===== src/rtl/lcd_bus_pkg.sv =====
// lcd_bus_pkg: opcodes, FSM encoding and address-counter step shared by the LCD bus responder.
package lcd_bus_pkg;
  localparam logic [7:0] CLEAR_DISPLAY  = 8'h01;
  localparam logic [7:0] HOME           = 8'h02;
  localparam logic [7:0] ENTRY_MODE_SET = 8'h06;
  localparam logic [7:0] DISPLAY_ON     = 8'h0C;
  localparam logic [7:0] CURSOR_LEFT    = 8'h10;
  localparam logic [7:0] CURSOR_RIGHT   = 8'h14;
  localparam logic [7:0] SET_DDRAM      = 8'h80;
  localparam logic [1:0] ST_READY    = 2'd0;
  localparam logic [1:0] ST_EXEC     = 2'd1;
  localparam logic [1:0] ST_CLEARING = 2'd2;
  // natural 5-bit wrap gives 15->16, 31->0 and 0->31
  function automatic logic [4:0] ac_step(input logic [4:0] ac, input logic inc);
    return inc ? ac + 5'd1 : ac - 5'd1;
  endfunction
endpackage


===== src/rtl/lcd_bus_responder_ddram.sv =====
// lcd_ddram: 32x8 display RAM, one write port, combinational bus read, registered mirror read.
module lcd_ddram (
  input  logic       clk,
  input  logic       reset,
  input  logic       we_i,
  input  logic [4:0] waddr_i,
  input  logic [7:0] wdata_i,
  input  logic [4:0] raddr_i,
  output logic [7:0] rdata_o,
  input  logic [4:0] maddr_i,
  output logic [7:0] mdata_o
);
  logic [7:0] mem_q [32];
  always_ff @(posedge clk)
    if (we_i) mem_q[waddr_i] <= wdata_i;
  assign rdata_o = mem_q[raddr_i];
  always_ff @(posedge clk or posedge reset)
    if (reset) mdata_o <= '0;
    else mdata_o <= mem_q[maddr_i];
endmodule


===== src/rtl/lcd_bus_responder.sv =====
// lcd_bus_responder: display end of the 8-bit HD44780-style bus; decodes transactions
// on the falling edge of lcd_en and holds DDRAM, cursor and display state.
module lcd_bus_responder
  import lcd_bus_pkg::*;
#(
  parameter int         CMD_CYCLES = 4,
  parameter logic [7:0] BLANK_CHAR = 8'h20
) (
  input  logic       clk,
  input  logic       reset,
  input  logic [7:0] lcd_data_in,
  input  logic       lcd_rs,
  input  logic       lcd_rw,
  input  logic       lcd_en,
  output logic [7:0] lcd_data_out,
  output logic       lcd_data_oe,
  output logic       busy,
  output logic [4:0] cursor_addr,
  output logic       display_on,
  output logic       cursor_on,
  output logic       blink_on,
  output logic       entry_inc,
  output logic       entry_shift,
  output logic [3:0] disp_shift,
  input  logic [4:0] disp_addr,
  output logic [7:0] disp_char,
  output logic       protocol_err
);
  logic       en_q, rs_q, rw_q;
  logic [7:0] data_q;
  logic [1:0] state_q, state_d;
  logic [7:0] cnt_q, cnt_d;
  logic [4:0] clr_q, clr_d, ac_q, ac_d;
  logic [3:0] sh_q, sh_d;
  logic [2:0] dcb_q, dcb_d;
  logic       inc_q, inc_d, es_q, es_d, err_q, err_d;
  logic       fire, exec, we;
  logic [4:0] wa;
  logic [7:0] wd, ram_rd;
  assign fire = en_q & ~lcd_en;
  assign busy = state_q != ST_READY;
  always_comb begin
    state_d = state_q;
    cnt_d   = cnt_q;
    clr_d   = clr_q;
    ac_d    = ac_q;
    sh_d    = sh_q;
    dcb_d   = dcb_q;
    inc_d   = inc_q;
    es_d    = es_q;
    err_d   = err_q;
    exec    = 1'b0;
    we      = 1'b0;
    wa      = clr_q;
    wd      = BLANK_CHAR;
    if (state_q == ST_CLEARING) begin
      we    = 1'b1;
      clr_d = clr_q + 5'd1;
      if (clr_q == 5'd31) state_d = ST_READY;
    end else if (state_q == ST_EXEC) begin
      if (cnt_q == 8'd0) state_d = ST_READY;
      else cnt_d = cnt_q - 8'd1;
    end
    if (fire && busy && (rs_q || !rw_q)) err_d = 1'b1;
    if (fire && !busy) begin
      if (rs_q) begin
        we   = !rw_q;
        wa   = ac_q;
        wd   = data_q;
        ac_d = ac_step(ac_q, inc_q);
        exec = 1'b1;
      end else if (!rw_q) begin
        // the highest set bit selects the instruction
        if (data_q[7]) begin
          ac_d = {data_q[6], data_q[3:0]};
          exec = 1'b1;
        end else if (data_q[6] || data_q[5]) begin
          exec = 1'b1;
        end else if (data_q[4]) begin
          if (data_q[3]) sh_d = data_q[2] ? sh_q + 4'd1 : sh_q - 4'd1;
          else ac_d = ac_step(ac_q, data_q[2]);
          exec = 1'b1;
        end else if (data_q[3]) begin
          dcb_d = data_q[2:0];
          exec  = 1'b1;
        end else if (data_q[2]) begin
          inc_d = data_q[1];
          es_d  = data_q[0];
          exec  = 1'b1;
        end else if (data_q[1]) begin
          ac_d = '0;
          sh_d = '0;
          exec = 1'b1;
        end else if (data_q[0]) begin
          ac_d    = '0;
          sh_d    = '0;
          inc_d   = 1'b1;
          clr_d   = '0;
          state_d = ST_CLEARING;
        end
      end
    end
    if (exec) begin
      state_d = ST_EXEC;
      cnt_d   = 8'(CMD_CYCLES - 1);
    end
  end
  always_ff @(posedge clk or posedge reset)
    if (reset) begin
      en_q    <= 1'b0;
      rs_q    <= 1'b0;
      rw_q    <= 1'b0;
      data_q  <= '0;
      state_q <= ST_CLEARING;
      cnt_q   <= '0;
      clr_q   <= '0;
      ac_q    <= '0;
      sh_q    <= '0;
      dcb_q   <= '0;
      inc_q   <= 1'b1;
      es_q    <= 1'b0;
      err_q   <= 1'b0;
    end else begin
      en_q    <= lcd_en;
      rs_q    <= lcd_rs;
      rw_q    <= lcd_rw;
      data_q  <= lcd_data_in;
      state_q <= state_d;
      cnt_q   <= cnt_d;
      clr_q   <= clr_d;
      ac_q    <= ac_d;
      sh_q    <= sh_d;
      dcb_q   <= dcb_d;
      inc_q   <= inc_d;
      es_q    <= es_d;
      err_q   <= err_d;
    end
  lcd_ddram u_ddram (
    .clk     (clk),
    .reset   (reset),
    .we_i    (we),
    .waddr_i (wa),
    .wdata_i (wd),
    .raddr_i (ac_q),
    .rdata_o (ram_rd),
    .maddr_i ({disp_addr[4], disp_addr[3:0] + sh_q}),
    .mdata_o (disp_char)
  );
  assign lcd_data_oe  = lcd_en & lcd_rw;
  assign lcd_data_out = !lcd_data_oe ? 8'h00 : lcd_rs ? ram_rd : {busy, ac_q[4], 2'b00, ac_q[3:0]};
  assign cursor_addr  = ac_q;
  assign {display_on, cursor_on, blink_on} = dcb_q;
  assign entry_inc    = inc_q;
  assign entry_shift  = es_q;
  assign disp_shift   = sh_q;
  assign protocol_err = err_q;
endmodule


===== config.mk =====
export PLATFORM = sky130hd
export DESIGN_NAME = lcd_bus_responder
export DESIGN_NICKNAME = d
export VERILOG_FILES = /design/src/rtl/lcd_bus_pkg.sv /design/src/rtl/lcd_bus_responder_ddram.sv /design/src/rtl/lcd_bus_responder.sv
export SDC_FILE = /design/constraint.sdc
export NUM_CORES = 1
export LEC_CHECK = 0
export CORE_UTILIZATION = 60
export DETAILED_ROUTE_END_ITERATION = 8
export PLACE_DENSITY = 0.78
export SYNTH_ARGS = -nofsm -noshare
export SYNTH_HDL_FRONTEND = slang
export SYNTH_SLANG_ARGS = --single-unit

===== constraint.sdc =====
create_clock -name clk -period 3.25 [get_ports clk]
set_clock_uncertainty 0.05 [all_clocks]
set_input_delay 0.325 -clock clk [delete_from_list [all_inputs] [get_ports clk]]
set_output_delay 0.325 -clock clk [all_outputs]
set_load 0.01 [all_outputs]

After elaboration in Yosys (flattened, before gate mapping):

Memory sizes are Yosys's and may differ from the RTL's. A register that Yosys moved wholly into a read port is not among the register bits.
Index checks and enable logic that the tools add are counted.

* RAM bits: 256
* bits in latches: 0
* logic and storage cells: 134
* flip-flop bits (word level): 41
* memory bits (read-only): 0
* input port bits: 18
* memories kept: 1
* output and inout bits: 33

* add/subtract/negate cells: 7
* bitwise logic cells: 9
* divide/modulo/power cells: 0
* equality and inequality tests: 13
* muxes and demuxes: 72
* order comparisons: 0
* shift-type cells: 0
* reductions and logical operators: 19
* multiply operators: 0

Memory list
* u_ddram.mem_q: depth 32, bits a word 8, read ports 2, clocked after memory_dff 1, write ports 1, line lcd_bus_responder_ddram.sv:13 `logic [7:0] mem_q [32];`

Operators by type and width (count)
* $mux 5: 25
* $mux 8: 8
* $mux 2: 15
* $mux 4: 7
* $reduce_and 9->1: 2
* $mux 1: 17
* $add 5x1->5 const B: 2
* $logic_not 8->1: 1
* $ne 2x2->1 const B: 4
* $reduce_and 8->1: 1
* $sub 8x1->8 const B: 1
* $not 1->1: 7
* $reduce_and 7->1: 1
* $ne 2x1->1 const B: 3
* $reduce_and 6->1: 1
* $reduce_bool 2->1: 3
* $eq 5x5->1 const B: 1
* $reduce_bool 5->1: 1
* $sub 5x1->5 const B: 1
* $add 4x1->4 const B: 1
* $add 4x4->4: 1
* $ne 4x2->1 const B: 1
* $sub 4x1->4 const B: 1
* $logic_and 1x1->1: 3
* other kinds (9): 12

Logic depth before layout (Yosys ltp):

* depth after elaboration: 15
* mapped depth: 10

Cells and area by module:

From an unflattened synthesis, not the netlist that was laid out.

* cell total of the unflattened synthesis: 797
* area total of the unflattened synthesis: 14561.5 um^2

By module, submodules not included
* lcd_ddram: area an instance 12091.6 um^2, cells an instance 525, times used 1, sequential area each 7887.6 um^2
* lcd_bus_responder: area an instance 2469.9 um^2, cells an instance 272, times used 1, sequential area each 1028.5 um^2

Least setup slack after synthesis:

No wires, ideal clock.

* path kind: register -> register
* start point: register sh_q[0] (netlist: disp_shift[0])
* end point: register u_ddram.mdata_o[0], read port of u_ddram.mem_q
* slack: 0.605 ns
* required time: 3.135 ns
* data arrival time: 2.531 ns
* cell stages (with the launch flop): 10
* library setup time: 0.065 ns
* path buffers: 2
* period minus slack after synthesis: 2.645 ns
* cells stage by stage: dfrtp_1 -> ha_1 -> inv_1 -> fa_1 -> buf_2 -> clkbuf_1 -> mux4_2 -> mux2i_1 -> mux4_1 -> inv_1

* longest elaborated chain between the ends: 1

Ends and longest elaborated chain
* from (decl): line lcd_bus_responder.sv:34 `logic [3:0] sh_q, sh_d;`
* from (signal assigned): line lcd_bus_responder.sv:118 `sh_q <= '0;`
* from (signal assigned): line lcd_bus_responder.sv:132 `sh_q <= sh_d;`
* $add 4x4->4: line lcd_bus_responder.sv:146 `.maddr_i ({disp_addr[4], disp_addr[3:0] + sh_q}),`
* to (decl): line lcd_bus_responder_ddram.sv:11 `output logic [7:0] mdata_o`

Every way passes these cells.
A chain may end at the register's enable or synchronous reset.

Final worst setup path:

* start point: register ac_q[0] (netlist: cursor_addr[0])
* end point: output port lcd_data_out[2]

* longest elaborated chain between the ends: 3

Ends and longest elaborated chain
* from (decl): line lcd_bus_responder.sv:33 `logic [4:0] clr_q, clr_d, ac_q, ac_d;`
* from (signal assigned): line lcd_bus_responder.sv:117 `ac_q <= '0;`
* from (signal assigned): line lcd_bus_responder.sv:131 `ac_q <= ac_d;`
* $mem_v2 32x8
* $mux 8 (2 in series): line lcd_bus_responder.sv:150 `assign lcd_data_out = !lcd_data_oe ? 8'h00 : lcd_rs ? ram_rd : {busy, ac_q[4], 2'b00, ac_q[3:0]};`
* to (decl): line lcd_bus_responder.sv:15 `output logic [7:0] lcd_data_out,`

Every way passes these cells.

==> results.txt <==
* Outcome: complete, no violations
- Fraction of layout cells with a size suffix above 1: 30.28%
* Area of the core region: 0.02432 mm2
* Clock input transition at the sequential cells of the worst setup and hold paths: 70 ps
- Entering global routing, the biggest net connects 42 pins.
* Worst vdd ir: 511.0 uV
* Highest achievable clock rate: 0.3082 GHz
- The average instance in the mapped netlist occupies 16.45 um2.
- Global routing used 33.54% of the available tracks across all layers.
- The first global-routing pass estimated 62.28 mm of wire.
- After clock tree synthesis, the flow added hold-fix buffers numbering 0.
- The number of nets in the synthesized netlist is 935.
- For the pin with the worst max-slew slack, the measured transition is 1056 ps.
* Dominant synthesized flop cell: sky130_fd_sc_hd__edfxtp_1
* Sort of element at the end of the critical path: output port
* Fraction of the yosys area taken by sequential cells: 59.96%
* Crit path largest cell delay: 550 ps
- The first detailed-routing pass took 7 iterations.
- Total count of max-transition violations in the final report: 0
- Nature of the critical path startpoint: flop
- The detail route stage leaves a number of antenna-violating nets equal to 0.
- CP most frequent cell: sky130_fd_sc_hd__mux4_2
* HPWL Detailed: 27.18 mm
- Maximum clock path buffer count: 3
- The first routing iteration left 1472 violations.
* Global routing usage on met2: 51.12%
* Hold crit path type: input pin to flop
- Most common cell after layout, fill and taps aside: sky130_fd_sc_hd__edfxtp_1
- Hold Vio Cnt, Final: 0
- The number of global-route vias before repair was 9509.
- Mapped cell area: 0.01487 mm2
- Minimum clock period after layout: 3245 ps
* Number of buffers inserted by port buffering: 50
- Cell Rows: 57
- Among all stages on the critical path, the largest delay is contributed by sky130_fd_sc_hd__mux4_2.
- Setup repair after global routing could not meet its margin everywhere.
* Placed Cells incl. Taps: 1319
* Arrival time of data at the critical path endpoint: 2870 ps
* Horiz. Die Dim: 159.4 um
* Sw frac: 20.54%
- P&R area growth vs syn: 18.61%
* Yosys warning count: 0
* Max-cap check violation count: 0
- Vias per cell: 7.038
* Max transition margin: 29.37%
- Sequential fraction of design power: 53.2%
- Syn Inst Count: 904
- Overall die area: 0.02542 mm2
- In this run the vertical extent of the chip is 159.4 um.
- GR Util met1: 48.77%
- Antenna violations before repair: 1
- Cell at the root of the clock tree: sky130_fd_sc_hd__clkbuf_16
* Max FO, Critical Path: 9
- The signal on the critical path passes through buf_4 > buf_12 > mux4_2 > mux4_2 > nand2_1 > o21ai_0 > clkbuf_2.
* Switching power of the nets: 1.626 mW
* Reported leakage power: 5.617 nW
* Clock latency on the worst-skew pair: 580 ps
* Total via count in the routed design: 9748
- For this block, the routed nets add up to 41.26 mm of wire.
- Buffers & Inverters on Critical Path: 3
* Final estimated routing congestion in global placement: 0.9256
- Synthesis inferred 305 register bits.
* Routing layer with the top usage in global route: met2
* CTS tree: done
- Number of setup violations in the final report: 0
- Post-layout net count: 1067
- Share of power burned in the clock network: 43.8%
- CTS built an H-tree with a depth of 1.
* Non-filler cells, final: 1385
- The internal power of the cells totals 6.288 mW.
- For this design the ratio of total power to cell area is 448.7 mW/mm2.
- Overflow left after global routing: 0
* Fraction of met3 tracks used by global routing: 6.121%
- By startpoint and endpoint, the worst setup path is classified as flop to output port.
- The library cells used most frequently in the layout, excluding fill and tap cells, are sky130_fd_sc_hd__edfxtp_1, sky130_fd_sc_hd__mux4_2, sky130_fd_sc_hd__buf_4.
* Ratio of final minimum period to clock period: 99.84%
* Wire length per cell after detailed routing: 29.79 um
- Cell family with most CP delay: multiplexers
* Critical path data required time: 2870 ps
- After detailed routing, the number of remaining DRC violations is 0.
* CTS Buf Count: 30
* Total power of the final layout: 7.914 mW
- Number of synthesized flops with an enable pin: 256
* Combinational Power Share: 3.0%
* Starting density of the core: 61.15%
- During I/O placement, the number of pins put on the boundary was 51.
* Post-synthesis async set-or-reset flop share: 16.07%
- Clock tree synthesis found a total of 305 sinks.
- The number of different library cells used by synthesis comes to 68.
-- state kept, by name, summed over array words and instances, names as in the netlist, 3 cells and up --
register / flops
clr_q: 5
u_ddram.mdata_o: 8
cursor_addr: 5
dcb_q: 3
disp_shift: 4
u_ddram.mem_q: 256
data_q: 8
cnt_q: 8
-- metal layers --
metal	vias up	part of all wire (%)
met2	791	47
met1	4908	37
met5	-	0
li1	3936	-
met3	113	12
met4	0	4.4
-- metrics by stage --
stage	hold slack, ps	TNS, ps	cell area (um2)	worst slack [ps]	util [%]
2_1_floorplan	306.4	0	14870	604.6	-
3_3_place_gp	441.0	-139.1	16480	-121.1	67.77
3_5_place_dp	449.6	-270.5	16480	-135.2	67.77
4_1_cts	137.0	-59.14	17630	-56.42	72.50
5_1_grt	143.9	-49.92	17640	-29.23	72.52
6_report	141.7	0	17640	5.268	72.53
-- repair_timing --
action	CTS	global route
gates cloned	2	0
setup endpoints to repair	8	7
resized for setup	32	11
setup buffers	6	2
endpoints found under the hold margin	0	0
pin swaps	2	0
-- Yosys cell counts (3+ instances only) --
library cell               number  area share [%]
sky130_fd_sc_hd__nand3_1       11            0.37
sky130_fd_sc_hd__nor4b_1        3            0.18
sky130_fd_sc_hd__dfrtp_1       47             7.9
sky130_fd_sc_hd__nor2_1        62             1.6
sky130_fd_sc_hd__clkbuf_1      23            0.58
sky130_fd_sc_hd__a22oi_1        6            0.30
sky130_fd_sc_hd__xor2_1         7            0.41
sky130_fd_sc_hd__a221oi_1       9            0.53
sky130_fd_sc_hd__nor4_1         5            0.21
sky130_fd_sc_hd__inv_1         22            0.56
sky130_fd_sc_hd__a21o_1         4            0.20
sky130_fd_sc_hd__a21oi_1       16            0.54
sky130_fd_sc_hd__nand4_1        5            0.21
sky130_fd_sc_hd__nor3_2         3            0.20
sky130_fd_sc_hd__o21ai_1        3            0.10
sky130_fd_sc_hd__or3_1          4            0.17
sky130_fd_sc_hd__nand2b_1       9            0.38
sky130_fd_sc_hd__mux2_2        14             1.1
sky130_fd_sc_hd__nand2_1       42             1.1
sky130_fd_sc_hd__and2_1         4            0.17
sky130_fd_sc_hd__nor2b_1       11            0.46
sky130_fd_sc_hd__mux4_2       121              18
sky130_fd_sc_hd__ha_1          11            0.93
sky130_fd_sc_hd__and3_1         9            0.38
sky130_fd_sc_hd__nor3_1         8            0.27
sky130_fd_sc_hd__buf_1          6            0.15
sky130_fd_sc_hd__a31oi_1       15            0.63
sky130_fd_sc_hd__buf_2         23            0.77
sky130_fd_sc_hd__o21ai_0       16            0.54
sky130_fd_sc_hd__buf_6          3            0.23
sky130_fd_sc_hd__mux4_1         5            0.88
sky130_fd_sc_hd__edfxtp_1     256              52
sky130_fd_sc_hd__mux2i_1       66             4.4
sky130_fd_sc_hd__xnor2_1        9            0.53
-- power groups by stage --
stage / registers [mW] / logic (mW) / clock network (mW)
final: 4.21 / 0.237 / 3.47
after CTS: 4.21 / 0.236 / 3.48
after global routing: 4.21 / 0.249 / 3.62
after detailed placement: 4.29 / 0.237 / 0
after global placement: 4.29 / 0.235 / 0
after floorplan: 4.28 / 0.137 / 0
-- cells by family (layout without fill, tap and decap cells) --
group,after synthesis,count (layout),synth area share (%)
flops,305,305,59.96
simple gates,188,188,6.319
fa+ha+maj,13,13,1.195
xor+xnor,16,16,0.9424
buf+inv,80,236,2.415
compound gates,96,96,4.459
other cells,0,1,0
mux,206,206,24.71
-- area by class of cell --
| class | instances | area, um2 |
|---|---|---|
| clock inverters | 9 | 122.6 |
| inverters | 23 | 86.33 |
| flip-flops and latches | 305 | 8925 |
| clock buffers | 47 | 864.6 |
| multi-input cells | 519 | 5692 |
| diodes | 1 | 2.502 |
| well taps | 324 | 405.4 |
| fillers | 1435 | 6681 |
| repair buffers | 157 | 1540 |
-- path summary, 6_finish.rpt --
| check | start | end | slack, ps | cells past startpoint |
|---|---|---|---|---|
| min in group asynchronous | reset | u_ddram.mdata_o[6] | 250 | 2 |
| max | cursor_addr[0] | lcd_data_out[2] | 5 | 7 |
| min | lcd_data_in[6] | data_q[6] | 140 | 1 |
| max reg2reg | disp_shift[0] | u_ddram.mdata_o[4] | 100 | 8 |
| max in group asynchronous | reset | cursor_addr[1] | 2200 | 2 |
| min reg2reg | cnt_q[6] | cnt_q[6] | 460 | 1 |
Power figures use the tool's default switching activity.
